==> config.mk <==
export PLATFORM = sky130hd
export DESIGN_NAME = tmr_cfg_seq
export DESIGN_NICKNAME = d
export VERILOG_FILES = /design/src/rtl/tmr_seq_pkg.sv /design/src/rtl/tmr_bus_mst.sv /design/src/rtl/tmr_cfg_seq.sv
export SDC_FILE = /design/constraint.sdc
export NUM_CORES = 1
export LEC_CHECK = 0
export CORE_MARGIN = 1.5
export CORE_UTILIZATION = 30
export CTS_CLUSTER_SIZE = 14
export DETAILED_ROUTE_END_ITERATION = 16
export GPL_TIMING_DRIVEN = 1
export SLEW_MARGIN = 20
export SYNTH_ARGS = -nofsm -noshare
export SYNTH_HDL_FRONTEND = slang
export SYNTH_SLANG_ARGS = --single-unit
==> constraint.sdc <==
create_clock -name clk -period 6.05 [get_ports clk]
set_input_delay 1.21 -clock clk [delete_from_list [all_inputs] [get_ports clk]]
set_output_delay 1.21 -clock clk [all_outputs]
set_load 0.02 [all_outputs]
==> src/rtl/tmr_seq_pkg.sv <==
// Shared types and Timer register map for the timer config sequencer.
// Optional bus timeout is enabled by defining TMR_SEQ_TIMEOUT_EN.
package tmr_seq_pkg;

  typedef enum logic [2:0] {
    S_IDLE,
    S_CFG,
    S_RUNW,
    S_MON,
    S_RDISR,
    S_CLR,
    S_HOLD,
    S_STPW
  } state_t;

  localparam logic [31:0] TRS_OFF = 32'h0000_0010;
  localparam logic [31:0] ISR_OFF = 32'h0000_0014;
  localparam logic [31:0] ISC_OFF = 32'h0000_0018;

  localparam logic [31:0] TRS_RUN  = 32'd1;
  localparam logic [31:0] TRS_STOP = 32'd2;

  function automatic logic [31:0] lowest_set(
    input logic [31:0] v
  );
    return v & (~v + 32'd1);
  endfunction

endpackage

==> src/rtl/tmr_bus_mst.sv <==
// Single-transfer req/gnt/rvalid bus engine for the timer sequencer.
// TMR_SEQ_TIMEOUT_EN adds a per-transfer wait timeout.
module tmr_bus_mst
  import tmr_seq_pkg::*;
#(
  parameter int ADDR_W = 32,
  parameter int DATA_W = 32
`ifdef TMR_SEQ_TIMEOUT_EN
  ,
  parameter int TO_W = 8
`endif
) (
  input  logic              clk,
  input  logic              rst,
  input  logic              go,
  input  logic              go_we,
  input  logic [ADDR_W-1:0] go_addr,
  input  logic [DATA_W-1:0] go_wdata,
  output logic              done,
  output logic              to_err,
  output logic [DATA_W-1:0] rd_data,
  output logic              req,
  output logic              we,
  output logic [3:0]        be,
  output logic [ADDR_W-1:0] addr,
  output logic [DATA_W-1:0] wdata,
  input  logic              gnt,
  input  logic              rvalid,
  input  logic [DATA_W-1:0] bus_rdata
);

  logic rd_wait;
  logic rd_phase;
  logic xfer_busy;

  assign xfer_busy = req | rd_wait;
  assign rd_phase  = (req & gnt & ~we) | rd_wait;
  assign done      = (req & gnt & we) | (rd_phase & rvalid);
  assign rd_data   = bus_rdata;

`ifdef TMR_SEQ_TIMEOUT_EN
  logic [TO_W-1:0] cnt;

  assign to_err = xfer_busy & ~done &
                  (cnt == TO_W'(2 ** TO_W - 2));

  always_ff @(posedge clk or posedge rst) begin
    if (rst) begin
      cnt <= '0;
    end else if (go && !xfer_busy) begin
      cnt <= '0;
    end else if (xfer_busy && !done) begin
      cnt <= cnt + 1'b1;
    end
  end
`else
  assign to_err = 1'b0;
`endif

  always_ff @(posedge clk or posedge rst) begin
    if (rst) begin
      req     <= 1'b0;
      we      <= 1'b0;
      be      <= 4'b0;
      addr    <= '0;
      wdata   <= '0;
      rd_wait <= 1'b0;
    end else if (to_err) begin
      req     <= 1'b0;
      we      <= 1'b0;
      be      <= 4'b0;
      addr    <= '0;
      wdata   <= '0;
      rd_wait <= 1'b0;
    end else if (req && gnt) begin
      req     <= 1'b0;
      we      <= 1'b0;
      be      <= 4'b0;
      addr    <= '0;
      wdata   <= '0;
      rd_wait <= ~we & ~rvalid;
    end else if (rd_wait && rvalid) begin
      rd_wait <= 1'b0;
    end else if (go && !xfer_busy) begin
      req   <= 1'b1;
      we    <= go_we;
      be    <= 4'b1111;
      addr  <= go_addr;
      wdata <= go_we ? go_wdata : '0;
    end
  end

endmodule

==> src/rtl/tmr_cfg_seq.sv <==
// Timer bring-up and IRQ service sequencer (bus master).
// Define TMR_SEQ_TIMEOUT_EN for the bus timeout and sticky err flag.
module tmr_cfg_seq
  import tmr_seq_pkg::*;
#(
  parameter int ADDR_W = 32,
  parameter int DATA_W = 32,
  parameter int IDX_W  = 4
`ifdef TMR_SEQ_TIMEOUT_EN
  ,
  parameter int TO_W = 8
`endif
) (
  input  logic              clk,
  input  logic              rst,
  input  logic              start,
  input  logic              stop,
  output logic [IDX_W-1:0]  tbl_idx,
  input  logic [ADDR_W-1:0] tbl_addr,
  input  logic [DATA_W-1:0] tbl_wdata,
  input  logic              tbl_last,
  input  logic              tmr_int,
  output logic              req,
  output logic              we,
  output logic [3:0]        be,
  output logic [ADDR_W-1:0] addr,
  output logic [DATA_W-1:0] wdata,
  input  logic              gnt,
  input  logic              rvalid,
  input  logic [DATA_W-1:0] rdata,
  output logic              busy,
  output logic              running,
  output logic              isr_vld,
  output logic [DATA_W-1:0] isr_val,
  output logic              err
);

  state_t            state;
  logic              issued;
  logic              stop_q;
  logic              stop_pend;
  logic              hold_cnt;
  logic [DATA_W-1:0] mask;
  logic              xfer_st;
  logic              skip;
  logic              go;
  logic              go_we;
  logic [ADDR_W-1:0] go_addr;
  logic [DATA_W-1:0] go_wdata;
  logic              done;
  logic              to_err;
  logic [DATA_W-1:0] rd_data;

  assign stop_pend = (stop_q | stop) & (state != S_IDLE);
  assign xfer_st   = (state == S_CFG) | (state == S_RUNW) |
                     (state == S_RDISR) | (state == S_CLR);
  // a stop that lands before a transfer launches skips it entirely
  assign skip      = xfer_st & ~issued & stop_pend;

  assign busy    = (state != S_IDLE);
  assign running = (state == S_MON) | (state == S_RDISR) |
                   (state == S_CLR) | (state == S_HOLD);

  always_comb begin
    go_we    = 1'b1;
    go_addr  = '0;
    go_wdata = '0;
    unique case (state)
      S_CFG: begin
        go_addr  = tbl_addr;
        go_wdata = tbl_wdata;
      end
      S_RUNW: begin
        go_addr  = ADDR_W'(TRS_OFF);
        go_wdata = DATA_W'(TRS_RUN);
      end
      S_MON, S_RDISR: begin
        go_we   = 1'b0;
        go_addr = ADDR_W'(ISR_OFF);
      end
      S_CLR: begin
        go_addr  = ADDR_W'(ISC_OFF);
        go_wdata = mask;
      end
      S_STPW: begin
        go_addr  = ADDR_W'(TRS_OFF);
        go_wdata = DATA_W'(TRS_STOP);
      end
      default: ;
    endcase
    // MON launches the ISR read directly for one-cycle IRQ latency
    go = ((xfer_st | (state == S_STPW)) & ~issued & ~skip) |
         ((state == S_MON) & tmr_int & ~stop);
  end

  always_ff @(posedge clk or posedge rst) begin
    if (rst) begin
      state    <= S_IDLE;
      issued   <= 1'b0;
      stop_q   <= 1'b0;
      hold_cnt <= 1'b0;
      mask     <= '0;
      tbl_idx  <= '0;
      isr_vld  <= 1'b0;
      isr_val  <= '0;
    end else begin
      isr_vld <= 1'b0;
      stop_q  <= stop_pend & (state != S_STPW);
      if (done) issued <= 1'b0;
      else if (go) issued <= 1'b1;
      if (to_err) begin
        state  <= S_IDLE;
        issued <= 1'b0;
        stop_q <= 1'b0;
      end else begin
        unique case (state)
          S_IDLE: begin
            if (start) begin
              state   <= S_CFG;
              tbl_idx <= '0;
            end
          end
          S_CFG: begin
            if (done) begin
              if (stop_pend) state <= S_STPW;
              else if (tbl_last || &tbl_idx) state <= S_RUNW;
              else tbl_idx <= tbl_idx + 1'b1;
            end else if (skip) begin
              state <= S_STPW;
            end
          end
          S_RUNW: begin
            if (done) state <= stop_pend ? S_STPW : S_MON;
            else if (skip) state <= S_STPW;
          end
          S_MON: begin
            if (stop) state <= S_STPW;
            else if (tmr_int) state <= S_RDISR;
          end
          S_RDISR: begin
            if (done) begin
              isr_val  <= rd_data;
              isr_vld  <= 1'b1;
              mask     <= DATA_W'(lowest_set(32'(rd_data)));
              hold_cnt <= 1'b0;
              if (stop_pend) state <= S_STPW;
              else if (rd_data == '0) state <= S_HOLD;
              else state <= S_CLR;
            end else if (skip) begin
              state <= S_STPW;
            end
          end
          S_CLR: begin
            if (done) begin
              hold_cnt <= 1'b0;
              state    <= stop_pend ? S_STPW : S_HOLD;
            end else if (skip) begin
              state <= S_STPW;
            end
          end
          S_HOLD: begin
            if (stop_pend) state <= S_STPW;
            else if (hold_cnt) state <= S_MON;
            else hold_cnt <= 1'b1;
          end
          S_STPW: begin
            if (done) state <= S_IDLE;
          end
          default: state <= S_IDLE;
        endcase
      end
    end
  end

`ifdef TMR_SEQ_TIMEOUT_EN
  always_ff @(posedge clk or posedge rst) begin
    if (rst) err <= 1'b0;
    else if (to_err) err <= 1'b1;
    else if (state == S_IDLE && start) err <= 1'b0;
  end
`else
  assign err = 1'b0;
`endif

  tmr_bus_mst #(
    .ADDR_W(ADDR_W),
    .DATA_W(DATA_W)
`ifdef TMR_SEQ_TIMEOUT_EN
    ,
    .TO_W(TO_W)
`endif
  ) u_bus (
    .clk      (clk),
    .rst      (rst),
    .go       (go),
    .go_we    (go_we),
    .go_addr  (go_addr),
    .go_wdata (go_wdata),
    .done     (done),
    .to_err   (to_err),
    .rd_data  (rd_data),
    .req      (req),
    .we       (we),
    .be       (be),
    .addr     (addr),
    .wdata    (wdata),
    .gnt      (gnt),
    .rvalid   (rvalid),
    .bus_rdata(rdata)
  );

endmodule

==> qor.txt, run 1 <==
==================================================================================
Iteration-0 DRC Markers .............................................          242
Routed Antenna Nets .................................................            0
Shortest period the worst path allows ...............................      4320 ps
CTS Root Buffer Type ................................................ sky130_fd_sc_hd__clkbuf_16
Total number of vias ................................................         5466
Fill cell total of the finished layout ..............................         2038
Count of buffer and inverter cells on the critical path .............            2
Clock buffer depth ..................................................            2
Number of standard cells after synthesis ............................          645
Number of buffers inserted during clock tree synthesis ..............           17
Number of placed I/O pins ...........................................          214
PortBufs ............................................................          212
Worst Setup End Kind ................................................         flop
Main synth FF type .................................................. sky130_fd_sc_hd__dfrtp_1
Worst slew margin relative to its limit .............................        0.305
Synthesized area ....................................................   6520 sq um
Type of the worst min-delay path .................................... flop to flop
Warning count from the yosys run ....................................            0
Syn avg cell area ...................................................   10.1 sq um
Y dimension of the die ..............................................  150 microns
Routed length on met2 ............................................... 8780 microns
Pin count of the biggest net entering global routing ................           98
Leading area contributor after synthesis ............................ sky130_fd_sc_hd__dfrtp_1
Count of distinct cell types in the synthesized netlist .............           56
Max capacitance violation total .....................................            0
Setup slack, reg-to-reg .............................................      2270 ps
Seq/Total Area, Yosys ...............................................        0.541
Most common library cells after synthesis ........................... 177 x sky130_fd_sc_hd__nand2_1, 141 x sky130_fd_sc_hd__dfrtp_1, 35 x sky130_fd_sc_hd__mux2i_1, 34 x sky130_fd_sc_hd__o21ai_0, 33 x sky130_fd_sc_hd__a22o_1
Top cell family by delay on the critical path ....................... simple AND/OR/NAND/NOR gates
Count of standard-cell rows .........................................           53
Area growth, synth to finish ........................................        46.1%
Number of nets at the end of the flow ...............................          940
TritonCTS clock tree ................................................         done
Source-to-sink clock delay at the later pin of the worst-skew pair ..       420 ps
Critical path type .................................................. input pin to flop
Cells traversed along the worst timing path ......................... clkdlybuf4s50_1 -> o211ai_1 -> nand2_1 -> nand3_4 -> inv_2 -> nand3_1 -> nor3_1 -> a32o_1
Drt total wl ........................................................ 19000 microns
PD cells ............................................................  466 nW/um^2
DP Wirelength ....................................................... 13300 microns
Residual DRC count ..................................................            0
Post-cts resize count ...............................................            0
Peak Freq ...........................................................      232 MHz
GRT Util Overall ....................................................        0.171
Clock transition at path regs .......................................        60 ps
Crit Reg-Reg Endpoint ............................................... mask[23]$_DFFE_PP0P_
Slowest Stage Delay on Critical Path ................................       790 ps
Logic depth of the worst setup path including buffers ...............            8
Leak pwr ............................................................   0.00438 uW
Antenna violations before repair ....................................            0
Part of the cycle the worst path needs ..............................        0.714
Worst-path fanout max ...............................................           81
Die X-Extent ........................................................  150 microns
Run status ..........................................................    completed
Crit path launch type ...............................................    input pin
Number of cells on the worst reg-to-reg path ........................            6
Final GP Congestion .................................................        0.826
Area used by multi-input combinational logic ........................   2740 sq um
First-pass GRT wire length .......................................... 29900 microns
Met3 Routed Length .................................................. 1140 microns
Total die area ......................................................  22600 sq um
Synth Net Count .....................................................          750
Asr flop ratio synth ................................................         1.00
Hold endpoint ....................................................... isr_val[31]$_DFFE_PP0P_
Total inserted antenna cells ........................................            0
Total clock sinks ...................................................          141
Required time at the worst-slack endpoint ...........................      6390 ps
Share of final-layout standard cells stronger than drive strength 1 .       0.0955
Post-CTS Hold Buffers ...............................................            0
Worst Clk Skew ......................................................      11.6 ps
Hold path cells .....................................................            2
Slowest cell on crit path ........................................... sky130_fd_sc_hd__inv_2
Placeable core region ...............................................  21200 sq um
Initial standard-cell utilization of the core .......................        0.308
Mean number of vias per cell ........................................         4.87
Area contributors post-synth ........................................ sky130_fd_sc_hd__dfrtp_1 54%, sky130_fd_sc_hd__nand2_1 10%, sky130_fd_sc_hd__mux2i_1 5.4%
Critical path data arrival time .....................................      4660 ps
Final routed wire length divided by cell count ...................... 17.0 microns
Count of final setup violators ......................................            0
Sequential cell area ................................................   3530 sq um
Finished Core Util ..................................................        0.450
Unrepaired setup endpoints after global routing .....................        false
Slew at the pin closest to its max-slew limit .......................      1030 ps
Number of enable-type register cells in the synthesized netlist .....            0
Worst Hold Slack ....................................................       474 ps
Clock H-tree levels .................................................            4
Worst flop-to-flop path startpoint .................................. state[2]$_DFFE_PP0P_
#FFs+latches synth ..................................................          141
Length of routed wiring on met1 ..................................... 8610 microns
Highest routing layer actually used .................................         met4
Setup TNS ...........................................................         0 ps
Detailed-router iteration count before antenna repair ...............            4
Worst Hold Launch ................................................... isr_val[31]$_DFFE_PP0P_
Max Slew Vio Count ..................................................            0
Proportion of netlist area held by the largest area contributor .....        0.541
Most used standard cell by instance count after synthesis ........... sky130_fd_sc_hd__nand2_1
Post CTS Setup Buffer Count .........................................            0
Final hold viol count ...............................................            0
Maximum vdd drop ....................................................     0.198 mV
Overall overflow remaining after global route .......................            0
Number of global-route vias before repair ...........................         5508
==================================================================================
[through the flow]
step / instance area (sq um) / cells / power, uW / setup WS [ps]
detailed placement: 8850 / 1091 / 3290 / 1310
global placement: 8840 / 1090 / 3270 / 1420
finish: 9520 / 1123 / 4440 / 1730
floorplan: 6520 / 645 / 2450 / 1060
CTS: 9520 / 1123 / 4490 / 1710
global route: 9520 / 1123 / 4690 / 1300
[registers in the layout, indices dropped and copies added, names as in the netlist]
signal,count
hold_cnt,1
isr_val,32
isr_vld,1
issued,1
mask,31
state,3
stop_q,1
tbl_idx,4
u_bus.addr,32
u_bus.be,1
u_bus.rd_wait,1
u_bus.wdata,32
u_bus.we,1
[routing by layer]
| metal | vias up | GRT usage |
|---|---|---|
| li1 | 2635 | - |
| met1 | 2638 | 0.222 |
| met2 | 166 | 0.277 |
| met3 | 27 | 0.0433 |
| met4 | 0 | 0.0593 |
| met5 | - | 0 |
[cell type report]
class | instances | area share
clock buffer | 18 | 0.0461
sequential | 141 | 0.371
timing repair buffer | 217 | 0.227
clock inverter | 14 | 0.0242
inverter | 19 | 0.00801
multi-input combinational | 439 | 0.288
tap | 275 | 0.0361
[layout by cell type, fill, tap and decap left out, drive strengths merged, types with 4 or more instances in the layout]
| cell type | count |
|---|---|
| o41ai | 5 |
| nand3 | 7 |
| a32o | 9 |
| a31oi | 5 |
| clkdlybuf4s50 | 212 |
| buf | 5 |
| o21ai | 35 |
| clkbuf | 18 |
| nor2 | 22 |
| nor3 | 10 |
| nor4 | 7 |
| inv | 24 |
| dfrtp | 141 |
| nand4 | 4 |
| a22o | 33 |
| bufinv | 5 |
| a21oi | 9 |
| mux2 | 30 |
| nand2 | 177 |
| mux2i | 35 |
| and2 | 4 |
| o31ai | 4 |
[kinds of logic after synthesis]
logic type | count (synthesis) | share of synthesized area
DFF | 141 | 0.541
buffers and inverters | 65 | 0.0436
other | 1 | 0.000575
and+or+nand+nor | 255 | 0.178
muxes | 65 | 0.106
AOI/OAI and AO/OA | 116 | 0.128
adders and majority gates | 1 | 0.00192
xor gates and xnor gates | 1 | 0.00134
[worst reg2reg max path, cell delays in order (launching register included)]
cell and delay [ps]:
sky130_fd_sc_hd__dfrtp_2 750, sky130_fd_sc_hd__buf_4 470, sky130_fd_sc_hd__nand3_4 730, sky130_fd_sc_hd__inv_2 830, sky130_fd_sc_hd__nand3_1 230, sky130_fd_sc_hd__nor3_1 450, sky130_fd_sc_hd__a32o_1 260
[how the worst max path moves through the flow]
stage | start | endpoint
finish | gnt | mask[23]$_DFFE_PP0P_
global route | gnt | mask[23]$_DFFE_PP0P_
global placement | gnt | mask[23]$_DFFE_PP0P_
CTS | gnt | mask[23]$_DFFE_PP0P_
floorplan | rst | hold_cnt$_DFFE_PP0P_
detailed placement | gnt | mask[24]$_DFFE_PP0P_
[power breakdown]
group / switching [uW] / leakage [uW] / internal [uW] / total, uW
Combinational: 951 / 0.00213 / 847 / 1800
Clock: 428 / 0.000324 / 753 / 1180
Sequential: 245 / 0.00192 / 1210 / 1460
Total: 1620 / 0.00438 / 2810 / 4440
Note: power is estimated with default switching activity, not from simulation.
==> inputs of run 2 (changes only) <==
==> constraint.sdc (replaced) <==
create_clock -name clk -period 4.45 [get_ports clk]
set_input_delay 0.89 -clock clk [delete_from_list [all_inputs] [get_ports clk]]
set_output_delay 0.89 -clock clk [all_outputs]
set_load 0.02 [all_outputs]
==> run 2 against run 1 <==
Net effect:
- combinational power grew 37%
- cell count up 0.80%
- die area stayed put
- first-iteration DRC count decreased by 12%
- via count decreased by 0.15%
- largest cell class unchanged
- clock skew increased by 1.9 ps
- critical endpoint is now running
==> qor.txt, run 2 (synthesis results as in run 1) <==
==================================================================================
TritonCTS clock tree ................................................         done
Number of global-route vias before repair ...........................         5281
Die X-Extent ........................................................  150 microns
Setup TNS ...........................................................         0 ps
Final GP Congestion .................................................        0.818
Count of final setup violators ......................................            0
Logic pwr share .....................................................        0.419
Mean number of vias per cell ........................................         4.82
Total number of vias ................................................         5458
Finished Core Util ..................................................        0.450
Total clock sinks ...................................................          141
Final hold viol count ...............................................            0
Y dimension of the die ..............................................  150 microns
Part of the cycle the worst path needs ..............................        0.722
Worst-path fanout max ...............................................           33
Total net switching power ...........................................      2230 uW
Worst Setup End Kind ................................................  output port
Maximum vdd drop ....................................................     0.235 mV
Critical path type .................................................. flop to output port
Post-cts resize count ...............................................            0
Initial standard-cell utilization of the core .......................        0.308
Critical path data arrival time .....................................      2320 ps
Antenna violations before repair ....................................            0
Required time at the worst-slack endpoint ...........................      3560 ps
Slew at the pin closest to its max-slew limit .......................       831 ps
Number of nets at the end of the flow ...............................          949
Routed Antenna Nets .................................................            0
Clock transition at path regs .......................................        60 ps
Final std cells w/o fill ............................................         1132
Type of the worst min-delay path .................................... flop to flop
Pin count of the biggest net entering global routing ................           81
Total die area ......................................................  22600 sq um
PD cells ............................................................  619 nW/um^2
Worst Clk Skew ......................................................      13.6 ps
DP Wirelength ....................................................... 13600 microns
Clock H-tree levels .................................................            4
Most frequent cells in the layout ................................... 212 x sky130_fd_sc_hd__clkdlybuf4s50_1, 177 x sky130_fd_sc_hd__nand2_1, 140 x sky130_fd_sc_hd__dfrtp_1
Share of total power in the clock network ...........................        0.246
Residual DRC count ..................................................            0
Unrepaired setup endpoints after global routing .....................        false
Iteration-0 DRC Markers .............................................          214
Post-CTS Hold Buffers ...............................................            0
Detailed-router iteration count before antenna repair ...............            4
Count of standard-cell rows .........................................           53
Share of final-layout standard cells stronger than drive strength 1 .        0.103
Worst Hold Launch ................................................... mask[5]$_DFFE_PP0P_
CTS Root Buffer Type ................................................ sky130_fd_sc_hd__clkbuf_16
Placed instance count ...............................................         1100
Placeable core region ...............................................  21200 sq um
Commonest non-fill, non-tap cell in the layout ...................... sky130_fd_sc_hd__clkdlybuf4s50_1
Max capacitance violation total .....................................            0
Area growth, synth to finish ........................................        46.0%
Number of buffers inserted during clock tree synthesis ..............           17
Overall overflow remaining after global route .......................            0
Int Power ...........................................................      3670 uW
Final routed wire length divided by cell count ...................... 17.2 microns
Top flop regs ....................................................... isr_val (32), u_bus.addr (32), u_bus.wdata (32)
Worst slew margin relative to its limit .............................        0.446
Worst flop-to-flop path startpoint .................................. state[1]$_DFFE_PP0P_
Fraction of power consumed by sequential logic ......................        0.335
Post CTS Setup Buffer Count .........................................            0
PortBufs ............................................................          212
First-pass GRT wire length .......................................... 30100 microns
Leak pwr ............................................................   0.00437 uW
Crit path from ...................................................... state[2]$_DFFE_PP0P_
Source-to-sink clock delay at the later pin of the worst-skew pair ..       420 ps
Drt total wl ........................................................ 19500 microns
Number of placed I/O pins ...........................................          214
GRT Util Overall ....................................................        0.174
Peak Freq ...........................................................      311 MHz
Run status ..........................................................    completed
Clock buffer depth ..................................................            2
Shortest period the worst path allows ...............................      3210 ps
Crit path launch type ...............................................         flop
Total inserted antenna cells ........................................            0
Sw Share ............................................................        0.378
Max Slew Vio Count ..................................................            0
==================================================================================
-- run 2: final timing paths --
kind	endpoint	slack [ps]	depth (start not counted)
max	running	1240	3
min	mask[5]$_DFFE_PP0P_	470	2
max reg2reg	u_bus.wdata[17]$_DFFE_PP0P_	1710	6
min reg2reg	mask[5]$_DFFE_PP0P_	470	2
max in group asynchronous	u_bus.wdata[16]$_DFFE_PP0P_	2620	3
min in group asynchronous	tbl_idx[0]$_DFFE_PP0P_	940	2
-- run 2: cell type report --
cell class / instances / area (sq um)
Fill cell: 2025 / 11600
Sequential cell: 141 / 3530
Multi-Input combinational cell: 439 / 2730
Timing Repair Buffer: 226 / 2240
Clock buffer: 19 / 443
Tap cell: 275 / 344
Clock inverter: 13 / 155
Inverter: 19 / 75.1
-- run 2: critical path, stage by stage, from the launching register on --
cell                              delay [ps]
sky130_fd_sc_hd__dfrtp_2                 760
sky130_fd_sc_hd__inv_1                   240
sky130_fd_sc_hd__xnor2_1                 260
sky130_fd_sc_hd__clkdlybuf4s50_1         640
-- run 2: power groups by stage --
stage / clock network [uW] / logic [uW] / registers, uW
after floorplan: 0 / 1050 / 2280
after global placement: 0 / 2500 / 1990
after detailed placement: 0 / 2500 / 1990
after CTS: 1500 / 2510 / 1980
after global routing: 1550 / 2680 / 2040
final: 1450 / 2470 / 1970
-- run 2: metal layers --
metal	vias up	global-route usage	part of all wire
met5	-	0	0
met4	0	0.0539	0.0072
met3	10	0.0433	0.070
met2	167	0.271	0.47
met1	2638	0.237	0.45
li1	2643	-	-
-- run 2: metrics by stage --
step	area [sq um]	power (uW)	hold WS (ps)	setup WS (ps)
final	9520	5890	471	1240
after CTS	9520	5980	475	1160
after detailed placement	8920	4490	457	1050
after global placement	8920	4480	447	1120
after global routing	9520	6260	489	1090
after floorplan	6520	3330	433	1800
==> inputs of run 3 (changes only) <==
==> constraint.sdc (replaced) <==
create_clock -name clk -period 2.95 [get_ports clk]
set_input_delay 0.59 -clock clk [delete_from_list [all_inputs] [get_ports clk]]
set_output_delay 0.59 -clock clk [all_outputs]
set_load 0.02 [all_outputs]
==> run 3 against run 2 <==
Net effect:
- non-clock buffer count increased by 12
- sequential power increased by 50%
- design area increased by 1.3%
- cell count increased by 1.1%
- sequential share of layout area decreased by 0.48 points
- clock skew decreased by 3.3 ps
- worst hold slack got worse by 3.2 ps
- sequential cell count unchanged
- clock-buffer cell count decreased by 1
- critical path type unchanged
- critical endpoint is now busy
==> qor.txt, run 3 (synthesis results as in run 1) <==
==================================================================================
Logic depth of the worst setup path including buffers ...............            3
Number of nets at the end of the flow ...............................          961
First-pass GRT wire length .......................................... 30700 microns
Area growth, synth to finish ........................................        47.9%
Final hold viol count ...............................................            0
Most frequent cells in the layout ................................... 212 x sky130_fd_sc_hd__clkdlybuf4s50_1, 177 x sky130_fd_sc_hd__nand2_1, 140 x sky130_fd_sc_hd__dfrtp_1
Unrepaired setup endpoints after global routing .....................        false
CTS Root Buffer Type ................................................ sky130_fd_sc_hd__clkbuf_16
PortBufs ............................................................          212
Critical path data arrival time .....................................      2160 ps
Final GP Congestion .................................................        0.806
Maximum vdd drop ....................................................     0.367 mV
Post-CTS Hold Buffers ...............................................            0
Total die area ......................................................  22600 sq um
Number of placed I/O pins ...........................................          214
Overall overflow remaining after global route .......................            0
Top flop regs ....................................................... isr_val (32), u_bus.addr (32), u_bus.wdata (32)
Worst Setup End Kind ................................................  output port
Clock H-tree levels .................................................            4
Worst-path fanout max ...............................................           18
Die X-Extent ........................................................  150 microns
Number of global-route vias before repair ...........................         5524
Part of the cycle the worst path needs ..............................        0.932
Worst slew margin relative to its limit .............................        0.600
Detailed-router iteration count before antenna repair ...............            4
Shortest period the worst path allows ...............................      2750 ps
Slowest cell on crit path ........................................... sky130_fd_sc_hd__dfrtp_1
Final routed wire length divided by cell count ...................... 17.4 microns
Setup TNS ...........................................................         0 ps
Count of buffer and inverter cells on the critical path .............            2
Top cell family by delay on the critical path ....................... buffers and inverters
DP Wirelength ....................................................... 14300 microns
PD cells ............................................................  927 nW/um^2
Total clock sinks ...................................................          141
Number of cells on the worst reg-to-reg path ........................            5
Critical path type .................................................. flop to output port
Source-to-sink clock delay at the later pin of the worst-skew pair ..       430 ps
Total net switching power ...........................................      3430 uW
Int Power ...........................................................      5500 uW
Hold path cells .....................................................            2
Cells traversed along the worst timing path ......................... nor3_1 -> inv_1 -> clkdlybuf4s50_1
Peak Freq ...........................................................      364 MHz
Setup WS post-layout ................................................       201 ps
Mean number of vias per cell ........................................         4.84
Worst Clk Skew ......................................................      10.3 ps
Crit path launch type ...............................................         flop
GRT Util Overall ....................................................        0.179
Run status ..........................................................    completed
Type of the worst min-delay path .................................... flop to flop
Number of buffers inserted during clock tree synthesis ..............           17
Share of final-layout standard cells stronger than drive strength 1 .        0.116
Routed Antenna Nets .................................................            0
Residual DRC count ..................................................            0
Worst setup timing slack at the placement stage .....................      86.5 ps
Required time at the worst-slack endpoint ...........................      2360 ps
Share of total power in the clock network ...........................        0.243
Worst Hold Slack ....................................................       468 ps
Slew at the pin closest to its max-slew limit .......................       599 ps
Finished Core Util ..................................................        0.456
Y dimension of the die ..............................................  150 microns
Iteration-0 DRC Markers .............................................          233
Sw Share ............................................................        0.384
Total number of vias ................................................         5537
Antenna violations before repair ....................................            2
Count of standard-cell rows .........................................           53
Post-cts resize count ...............................................            0
Slowest Stage Delay on Critical Path ................................       570 ps
Initial standard-cell utilization of the core .......................        0.308
Count of final setup violators ......................................            0
Drt total wl ........................................................ 20000 microns
Max Slew Vio Count ..................................................            0
Commonest non-fill, non-tap cell in the layout ...................... sky130_fd_sc_hd__clkdlybuf4s50_1
Placeable core region ...............................................  21200 sq um
Max capacitance violation total .....................................            0
Leak pwr ............................................................   0.00445 uW
Fill cell total of the finished layout ..............................         2002
TritonCTS clock tree ................................................         done
Post CTS Setup Buffer Count .........................................            0
Pin count of the biggest net entering global routing ................           81
Logic pwr share .....................................................        0.427
Fraction of power consumed by sequential logic ......................        0.330
Clock buffer depth ..................................................            2
Clock transition at path regs .......................................        60 ps
==================================================================================
## run 3: changes by cell type in the layout (fill, tap and decap cells not counted), moves of 2 or more
cell	change
sky130_fd_sc_hd__buf_4	+9
sky130_fd_sc_hd__buf_12	+3
sky130_fd_sc_hd__clkinv_4	-2
sky130_fd_sc_hd__inv_8	+2
## run 3: tightest hold or removal path, delay by kind of cell (launching register included)
| kind | cells | cell delay, ps |
|---|---|---|
| flops | 1 | 340 |
| simple gates | 2 | 100 |
## run 3: power by group through the flow
stage | sequential, uW | combinational [uW] | clock [uW]
after floorplan | 3440 | 1590 | 0
after global placement | 2980 | 3840 | 0
after detailed placement | 2990 | 3860 | 0
after CTS | 2960 | 3870 | 2230
after global routing | 3050 | 4120 | 2310
final | 2950 | 3820 | 2170
## run 3: metal layers
layer  track usage  up-vias  part of all wire
li1              -     2679                 -
met1         0.232     2664              0.44
met2         0.285      164              0.47
met3        0.0530       28             0.072
met4        0.0578        2             0.016
met5             0        -           0.00065
## run 3: cell type report
cell class                      instances  area, sq um  area share
Clock inverter                         14          153      0.0158
Tap cell                              275          344      0.0357
Timing Repair Buffer                  238         2370       0.245
Sequential cell                       141         3530       0.366
Antenna cell                            1         2.50    0.000259
Multi-Input combinational cell        439         2730       0.283
Clock buffer                           18          439      0.0455
Inverter                               19         75.1     0.00778
## run 3: final timing paths
kind,from,endpoint,slack [ps]
worst max-delay path,state[0]$_DFFE_PP0P_,busy,200
worst min-delay path,mask[2]$_DFFE_PP0P_,mask[2]$_DFFE_PP0P_,470
worst max register to register,state[0]$_DFFE_PP0P_,state[2]$_DFFE_PP0P_,610
worst min register to register,mask[2]$_DFFE_PP0P_,mask[2]$_DFFE_PP0P_,470
max in group asynchronous,rst,isr_val[30]$_DFFE_PP0P_,1760
min in group asynchronous,rst,isr_val[3]$_DFFE_PP0P_,490
## run 3: metrics by stage
stage	cells	power, uW	cell area [sq um]
after floorplan	645	5020	6520
after global placement	1112	6820	9050
after detailed placement	1112	6850	9050
after CTS	1144	9060	9640
after global routing	1145	9480	9640
final	1145	8940	9640
